### src/rtl/bt_uart_pkg.sv
// Shared definitions for the Bluetooth UART link: clock/baud defaults,
// transmitter FSM encoding, FIFO word layout and protocol ASCII constants.
package bt_uart_pkg;

   localparam int DEFAULT_CLK_HZ   = 50_000_000;
   localparam int DEFAULT_BIT_RATE = 115_200;

   localparam logic [7:0] CH_A    = 8'h41;
   localparam logic [7:0] CH_C    = 8'h43;
   localparam logic [7:0] CH_D    = 8'h44;
   localparam logic [7:0] CH_HASH = 8'h23;

   typedef enum logic [1:0] {
      TX_IDLE,
      TX_START,
      TX_DATA,
      TX_STOP
   } tx_state_e;

   typedef struct packed {
      logic       last;
      logic [7:0] data;
   } tx_word_t;

   function automatic int cycles_per_bit(input int clk_hz, input int bit_rate);
      return clk_hz / bit_rate;
   endfunction

endpackage

### src/rtl/bluetooth_transmitter_if.sv
// Host-side byte write port of the Bluetooth transmitter.
interface bluetooth_transmitter_if #(
   parameter int FIFO_DEPTH = 16
) ();

   logic                        wr_en;
   logic [7:0]                  wr_data;
   logic                        wr_last;
   logic                        wr_ready;
   logic                        overflow;
   logic [$clog2(FIFO_DEPTH):0] fifo_level;

   modport master (
      output wr_en, wr_data, wr_last,
      input  wr_ready, overflow, fifo_level
   );

   modport slave (
      input  wr_en, wr_data, wr_last,
      output wr_ready, overflow, fifo_level
   );

endinterface

### src/rtl/bt_tx_fifo.sv
// Synchronous FIFO with wrapping pointers, registered full flag, level count
// and a one-cycle overflow pulse on a write attempted while full.
module bt_tx_fifo #(
   parameter int WIDTH = 9,
   parameter int DEPTH = 16
) (
   input  logic                     clk,
   input  logic                     resetn,
   input  logic                     wr_en,
   input  logic [WIDTH-1:0]         wr_data,
   output logic                     wr_ready,
   output logic                     overflow,
   input  logic                     rd_en,
   output logic [WIDTH-1:0]         rd_data,
   output logic                     empty,
   output logic [$clog2(DEPTH):0]   level
);

   localparam int AW = $clog2(DEPTH);
   localparam int LW = AW + 1;

   logic [WIDTH-1:0] mem_q [DEPTH];
   logic [AW-1:0]    wr_ptr_q, wr_ptr_d, rd_ptr_q, rd_ptr_d;
   logic [LW-1:0]    level_q, level_d;
   logic             full_q, full_d, ovf_q, ovf_d;
   logic             push, pop;

   // NOTE: every always_comb output gets a value up front so no path can infer a latch.
   always_comb begin
      push     = wr_en & ~full_q;
      pop      = rd_en & (level_q != '0);
      wr_ptr_d = wr_ptr_q + AW'(push);
      rd_ptr_d = rd_ptr_q + AW'(pop);
      level_d  = level_q + LW'(push) - LW'(pop);
      full_d   = (level_d == LW'(DEPTH));
      ovf_d    = wr_en & full_q;
   end

   always_ff @(posedge clk or negedge resetn) begin
      if (!resetn) begin
         wr_ptr_q <= '0;
         rd_ptr_q <= '0;
         level_q  <= '0;
         full_q   <= 1'b0;
         ovf_q    <= 1'b0;
      end else begin
         wr_ptr_q <= wr_ptr_d;
         rd_ptr_q <= rd_ptr_d;
         level_q  <= level_d;
         full_q   <= full_d;
         ovf_q    <= ovf_d;
      end
   end

   // NOTE: storage is not reset; the pointers and level alone define what is valid.
   always_ff @(posedge clk) begin
      if (push) mem_q[wr_ptr_q] <= wr_data;
   end

   assign rd_data  = mem_q[rd_ptr_q];
   assign empty    = (level_q == '0);
   assign level    = level_q;
   assign wr_ready = ~full_q;
   assign overflow = ovf_q;

endmodule

### src/rtl/bluetooth_transmitter.sv
// Buffered 8N1 UART transmitter, LSB first, frames sent back to back.
// Define BT_TX_TERM_EN to append a TERM_CHAR frame after each byte written with wr_last.
module bluetooth_transmitter
   import bt_uart_pkg::*;
#(
   parameter int         CLK_HZ       = DEFAULT_CLK_HZ,
   parameter int         BIT_RATE     = DEFAULT_BIT_RATE,
   parameter int         PAYLOAD_BITS = 8,
   parameter int         FIFO_DEPTH   = 16,
   parameter logic [7:0] TERM_CHAR    = CH_HASH
) (
   input  logic                    clk,
   input  logic                    resetn,
   bluetooth_transmitter_if.slave  wr_if,
   output logic                    tx_busy,
   output logic                    uart_txd
);

   localparam int CPB   = cycles_per_bit(CLK_HZ, BIT_RATE);
   localparam int CNT_W = (CPB > 1) ? $clog2(CPB) : 1;
   localparam int BIT_W = $clog2(PAYLOAD_BITS);
   localparam logic [CNT_W-1:0] CPB_M1   = CNT_W'(CPB - 1);
   localparam logic [BIT_W-1:0] BIT_LAST = BIT_W'(PAYLOAD_BITS - 1);

   tx_state_e        state_q, state_d;
   logic [CNT_W-1:0] cnt_q, cnt_d;
   logic [BIT_W-1:0] bit_q, bit_d;
   logic [7:0]       shift_q, shift_d;
   logic             txd_q, txd_d;
   logic             bit_end, take, fifo_pop, fifo_empty;
   tx_word_t         rd_word;

   bt_tx_fifo #(
      .WIDTH ($bits(tx_word_t)),
      .DEPTH (FIFO_DEPTH)
   ) u_fifo (
      .clk      (clk),
      .resetn   (resetn),
      .wr_en    (wr_if.wr_en),
      .wr_data  ({wr_if.wr_last, wr_if.wr_data}),
      .wr_ready (wr_if.wr_ready),
      .overflow (wr_if.overflow),
      .rd_en    (fifo_pop),
      .rd_data  (rd_word),
      .empty    (fifo_empty),
      .level    (wr_if.fifo_level)
   );

`ifdef BT_TX_TERM_EN
   logic last_q, last_d;
`else
   logic [8:0] unused_cfg;
   assign unused_cfg = {rd_word.last, TERM_CHAR};
`endif

   always_comb begin
      state_d  = state_q;
      cnt_d    = cnt_q + 1'b1;
      bit_d    = bit_q;
      shift_d  = shift_q;
      txd_d    = txd_q;
      fifo_pop = 1'b0;
      take     = 1'b0;
`ifdef BT_TX_TERM_EN
      last_d   = last_q;
`endif
      bit_end  = (cnt_q == CPB_M1);

      unique case (state_q)
         TX_IDLE: begin
            cnt_d = '0;
            take  = ~fifo_empty;
         end
         TX_START: begin
            if (bit_end) begin
               state_d = TX_DATA;
               txd_d   = shift_q[0];
            end
         end
         TX_DATA: begin
            if (bit_end) begin
               if (bit_q == BIT_LAST) begin
                  state_d = TX_STOP;
                  txd_d   = 1'b1;
                  bit_d   = '0;
               end else begin
                  bit_d   = bit_q + 1'b1;
                  shift_d = shift_q >> 1;
                  txd_d   = shift_q[1];
               end
            end
         end
         TX_STOP: begin
            if (bit_end) begin
`ifdef BT_TX_TERM_EN
               if (last_q) begin
                  shift_d = TERM_CHAR;
                  last_d  = 1'b0;
                  state_d = TX_START;
                  txd_d   = 1'b0;
               end else
`endif
               if (!fifo_empty) begin
                  take = 1'b1;
               end else begin
                  state_d = TX_IDLE;
                  txd_d   = 1'b1;
               end
            end
         end
         default: state_d = TX_IDLE;
      endcase

      if (bit_end) cnt_d = '0;

      // Popping a byte always begins a start bit on the following edge.
      if (take) begin
         fifo_pop = 1'b1;
         shift_d  = rd_word.data;
         state_d  = TX_START;
         txd_d    = 1'b0;
         cnt_d    = '0;
`ifdef BT_TX_TERM_EN
         last_d   = rd_word.last;
`endif
      end
   end

   always_ff @(posedge clk or negedge resetn) begin
      if (!resetn) begin
         state_q <= TX_IDLE;
         cnt_q   <= '0;
         bit_q   <= '0;
         shift_q <= '0;
         txd_q   <= 1'b1;
`ifdef BT_TX_TERM_EN
         last_q  <= 1'b0;
`endif
      end else begin
         state_q <= state_d;
         cnt_q   <= cnt_d;
         bit_q   <= bit_d;
         shift_q <= shift_d;
         txd_q   <= txd_d;
`ifdef BT_TX_TERM_EN
         last_q  <= last_d;
`endif
      end
   end

   assign uart_txd = txd_q;
   assign tx_busy  = (state_q != TX_IDLE) | ~fifo_empty;

endmodule
### src/flat_wrapper.sv
// flat-port wrapper written by rule: the top's interface ports become plain ports
module bluetooth_transmitter_flat import bt_uart_pkg::*;
#(
   parameter int         CLK_HZ       = DEFAULT_CLK_HZ,
   parameter int         BIT_RATE     = DEFAULT_BIT_RATE,
   parameter int         PAYLOAD_BITS = 8,
   parameter int         FIFO_DEPTH   = 16,
   parameter logic [7:0] TERM_CHAR    = CH_HASH
)
  (clk, resetn, tx_busy, uart_txd, wr_if_wr_en, wr_if_wr_data, wr_if_wr_last, wr_if_wr_ready, wr_if_overflow, wr_if_fifo_level);
  bluetooth_transmitter_if #(.FIFO_DEPTH(FIFO_DEPTH)) wr_if_i ();
  input  logic clk;
  input  logic resetn;
  output logic tx_busy;
  output logic uart_txd;
  input wire logic [$bits(wr_if_i.wr_en)-1:0] wr_if_wr_en;
  input wire logic [$bits(wr_if_i.wr_data)-1:0] wr_if_wr_data;
  input wire logic [$bits(wr_if_i.wr_last)-1:0] wr_if_wr_last;
  output wire logic [$bits(wr_if_i.wr_ready)-1:0] wr_if_wr_ready;
  output wire logic [$bits(wr_if_i.overflow)-1:0] wr_if_overflow;
  output wire logic [$bits(wr_if_i.fifo_level)-1:0] wr_if_fifo_level;
  assign wr_if_i.wr_en = wr_if_wr_en;
  assign wr_if_i.wr_data = wr_if_wr_data;
  assign wr_if_i.wr_last = wr_if_wr_last;
  assign wr_if_wr_ready = wr_if_i.wr_ready;
  assign wr_if_overflow = wr_if_i.overflow;
  assign wr_if_fifo_level = wr_if_i.fifo_level;
  bluetooth_transmitter #(.CLK_HZ(CLK_HZ), .BIT_RATE(BIT_RATE), .PAYLOAD_BITS(PAYLOAD_BITS), .FIFO_DEPTH(FIFO_DEPTH), .TERM_CHAR(TERM_CHAR)) u_core (.clk(clk), .resetn(resetn), .wr_if(wr_if_i), .tx_busy(tx_busy), .uart_txd(uart_txd));
endmodule
### config.mk
export PLATFORM = sky130hd
export DESIGN_NAME = bluetooth_transmitter_flat
export DESIGN_NICKNAME = d
export VERILOG_FILES = /design/src/rtl/bt_uart_pkg.sv /design/src/rtl/bluetooth_transmitter_if.sv /design/src/rtl/bt_tx_fifo.sv /design/src/rtl/bluetooth_transmitter.sv /design/src/flat_wrapper.sv
export SDC_FILE = /design/constraint.sdc
export NUM_CORES = 1
export LEC_CHECK = 0
export ABC_AREA = 1
export BUFFER_PORTS_ARGS = -buffer_cell sky130_fd_sc_hd__buf_2
export CAP_MARGIN = 20
export CORE_ASPECT_RATIO = 0.75
export CORE_MARGIN = 2
export CORE_UTILIZATION = 30
export CTS_BUF_LIST = sky130_fd_sc_hd__clkbuf_2 sky130_fd_sc_hd__clkbuf_4 sky130_fd_sc_hd__clkbuf_8
export DETAILED_ROUTE_END_ITERATION = 10
export HOLD_SLACK_MARGIN = 0.12
export PLACE_DENSITY = 0.47
export SLEW_MARGIN = 20
export SYNTH_ARGS = -nofsm -noshare
export SYNTH_HDL_FRONTEND = slang
export SYNTH_SLANG_ARGS = --single-unit
export TNS_END_PERCENT = 1
### constraint.sdc
create_clock -name clk -period 4.11 [get_ports clk]
set_clock_uncertainty 0.15 [all_clocks]
set_input_delay 0.2055 -clock clk [delete_from_list [all_inputs] [get_ports clk]]
set_output_delay 0.2055 -clock clk [all_outputs]
set_load 0.005 [all_outputs]
==> out/results.tsv <==
metric	value	unit
Top-Level Pins	21	
GRT overflow	0	
share of the synthesized area in the top cell type	53.76	%
post-cts gate resize count	0	
max-cap check violation count	0	
slew margin rel.	24.21	%
WL/cell	17.27	um
overall via count from detail_route	4648	
wire length on met3	784	um
# port buffers	19	
# Post-CTS Setup Buffers	0	
DRT Pass-1 Iters	5	
Hold Slack	0.2463	ns
# DRC	0	
Starting Density	30.84	%
DP Cell Count	920	
CTS Buf Count	17	
highest routed layer	met4	
worst slew pin tran	1.133	ns
Crit Path Max Fanout	16	
die height	137.7	um
Post-Layout Cell Count	962	
Mean Syn Cell Area	11.44	um^2
status	finished, final reports clean	
post-DP HPWL	10400	um
initial antenna violation count	0	
total power	3.790	mW
Skew-Pair Late Insertion Delay	0.46	ns
post-layout minimum cycle time	3.409	ns
syn nets	657	
synthesized area	0.007149	mm^2
flip-flop and latch count after synthesis	166	
leakage	2.946	nW
Post-Syn Instances	625	
M1 wire length	8126	um
WP data required	4.35	ns
fmax	0.2933	GHz
Setup violations, final	0	
Crit path arrival time	3.65	ns
Final Hold Vio Count	0	
Yosys cell types	38	
CTS Buffer Depth	2	
post-synth top area cell	edfxtp_1	
fin crit share	82.95	%
Layout Utilization	34.53	%
die width	182.3	um
fraction of layout cells with a size suffix above 1	10.73	%
DRT antenna net count	0	
Starting DRT DRC Count	395	
global-route wire length before repair	26030	um
DIE AREA	0.02509	mm^2
pwr/cell area	473.5	mW/mm^2
H-tree depth	4	
Diodes inserted	0	
Nets	681	
Core ar.	0.02318	mm^2
CP Capture Type	flop	
All-Layer GR Usage	14.06	%
CP Launch Type	flop	
Final Max Tran Viols	0	
row cnt	48	
GP Congestion	0.7300	
root buf cell	clkbuf_8	
CTS clk-pin slew, worst paths	0.09	ns
dominant synthesized flop cell	edfxtp_1	
Yosys Warn Count	0	
EDFF count, synth	128	
Post-CTS Hold Buffers	10	
Sink Count	166	
FFs w/ async S/R, synth	22.89	%
type of the most critical hold path	primary input to async pin	
met2 routed WL	7566	um
part of the Yosys area used for sequential elements	67.08	%
vias in the first global route	4591	
drt total wl	16610	um
post-DR vias/cell	4.832	
largest net degree at the start of global routing	66	
RSZ-0062 raised after global routing	false	
synth top area cells	edfxtp_1 (54%), dfrtp_1 (13%), nor2_1 (6.6%), o21ai_0 (4.5%), nand2_1 (3.4%)	
CTS tree	done	
setup TNS	0	ns
P&R area growth vs syn	11.95	%
maximum VDD drop	0.2894	mV
critical path class	flop to flop	
[flip-flops by register name (all words and copies together), names as in the netlist]
name / flops
u_core.u_fifo.overflow: 1
u_core.uart_txd: 1
u_core.u_fifo.rd_ptr_q: 4
u_core.u_fifo.level: 5
u_core.bit_q: 3
u_core.cnt_q: 9
u_core.shift_q: 8
u_core.u_fifo.full_q: 1
u_core.state_q: 2
u_core.u_fifo.mem_q: 128
u_core.u_fifo.wr_ptr_q: 4
[cell type report]
| type | instances | area, um^2 |
|---|---|---|
| clock inverter | 8 | 100.1 |
| timing repair buffer | 33 | 225.2 |
| tap | 300 | 375.4 |
| fill | 2350 | 15180 |
| multi-input combinational | 390 | 2058 |
| sequential | 166 | 4797 |
| inverter | 41 | 155.1 |
| clock buffer | 24 | 292.8 |
[per-layer routing]
metal,vias to the layer above,global-route usage (%)
met5,-,0
met3,9,3.754
met4,0,4.122
li1,2227,-
met2,94,22.14
met1,2318,19.14
[critical path: stages (launching register included)]
cell and delay [ns]:
dfrtp_1 0.41, inv_1 0.10, ha_1 0.16, inv_1 0.04, nor2_1 0.17, a21oi_1 0.13, nand2_2 0.08, nand2_2 0.05
nand2_4 0.16, clkinv_2 0.26, nand2_1 0.22, nand2_1 0.08, ha_1 0.21, fa_1 0.41, a21oi_1 0.15, nor2_1 0.05
nor2_1 0.12, xor2_1 0.22, nand2_1 0.07, nor2_1 0.10
[cells in the final DEF, fill, tap and decap left out, types with 2 or more instances in the layout]
cell / netlist / final
a22oi_1: 3 / 3
dlygate4sd3_1: 0 / 10
nor2_2: 1 / 2
inv_1: 37 / 37
clkinv_4: 0 / 2
nor2_1: 125 / 124
a21oi_2: 2 / 2
xor2_1: 12 / 12
a21oi_1: 11 / 11
bufinv_16: 0 / 2
o21ai_0: 64 / 64
buf_4: 1 / 4
clkbuf_8: 0 / 18
nand2_1: 64 / 64
inv_4: 0 / 2
clkbuf_4: 0 / 6
clkinv_2: 1 / 3
nor2_4: 2 / 2
buf_2: 8 / 19
nand2_2: 3 / 3
o221ai_1: 7 / 7
nand3_1: 40 / 40
o211ai_1: 22 / 22
o21ai_1: 5 / 5
ha_1: 19 / 19
inv_2: 2 / 2
edfxtp_1: 128 / 128
dfrtp_1: 37 / 36
[cells in the mapped netlist, types with 2 or more instances]
master,count
buf_6,3
dfrtp_1,37
nand2_1,64
edfxtp_1,128
buf_2,8
inv_1,37
clkbuf_1,13
nand2_2,3
o211ai_1,22
o21ai_1,5
a22oi_1,3
a21oi_2,2
ha_1,19
o221ai_1,7
nand3_1,40
a21oi_1,11
nor2_4,2
nor2_1,125
buf_1,2
inv_2,2
o21ai_0,64
xor2_1,12
[worst paths after layout]
kind                                                  start  slack, ns                             endpoint  cells past startpoint
max                        u_core.u_fifo.level[2]$_DFF_PN0_       0.70       u_core.u_fifo.full_q$_DFF_PN0_                     19
min                                                  resetn       0.25            u_core.cnt_q[5]$_DFF_PN0_                      2
max reg2reg                u_core.u_fifo.level[2]$_DFF_PN0_       0.70       u_core.u_fifo.full_q$_DFF_PN0_                     19
min reg2reg                     u_core.uart_txd$_DFFE_PN1P_       0.32          u_core.uart_txd$_DFFE_PN1P_                      2
max in group asynchronous                            resetn       2.94  u_core.u_fifo.rd_ptr_q[0]$_DFF_PN0_                      2
min in group clk                u_core.uart_txd$_DFFE_PN1P_       0.32          u_core.uart_txd$_DFFE_PN1P_                      2
[metrics by stage]
step | setup WS [ns] | area [um^2]
after floorplan | 1.231 | 7149
after global routing | 0.3189 | 8004
after global placement | 0.7419 | 7508
final | 0.7009 | 8004
after CTS | 0.6840 | 8001
after detailed placement | 0.7349 | 7508
[cell families after synthesis]
logic type	synth area share, %
XOR/XNOR	1.593
AO/OA/AOI/OAI	9.661
AND/OR/NAND/NOR	13.90
flip-flops	67.08
buffers and inverters	4.165
adder cells (fa/ha/maj)	3.605
[where the power goes]
| group | internal (mW) | total, mW | switching (mW) |
|---|---|---|---|
| sequential | 2.01 | 2.09 | 0.0720 |
| clock | 0.597 | 1.17 | 0.575 |
| combinational | 0.164 | 0.531 | 0.367 |
| total | 2.78 | 3.79 | 1.01 |
No activity file was read; power rests on OpenSTA's default activity.
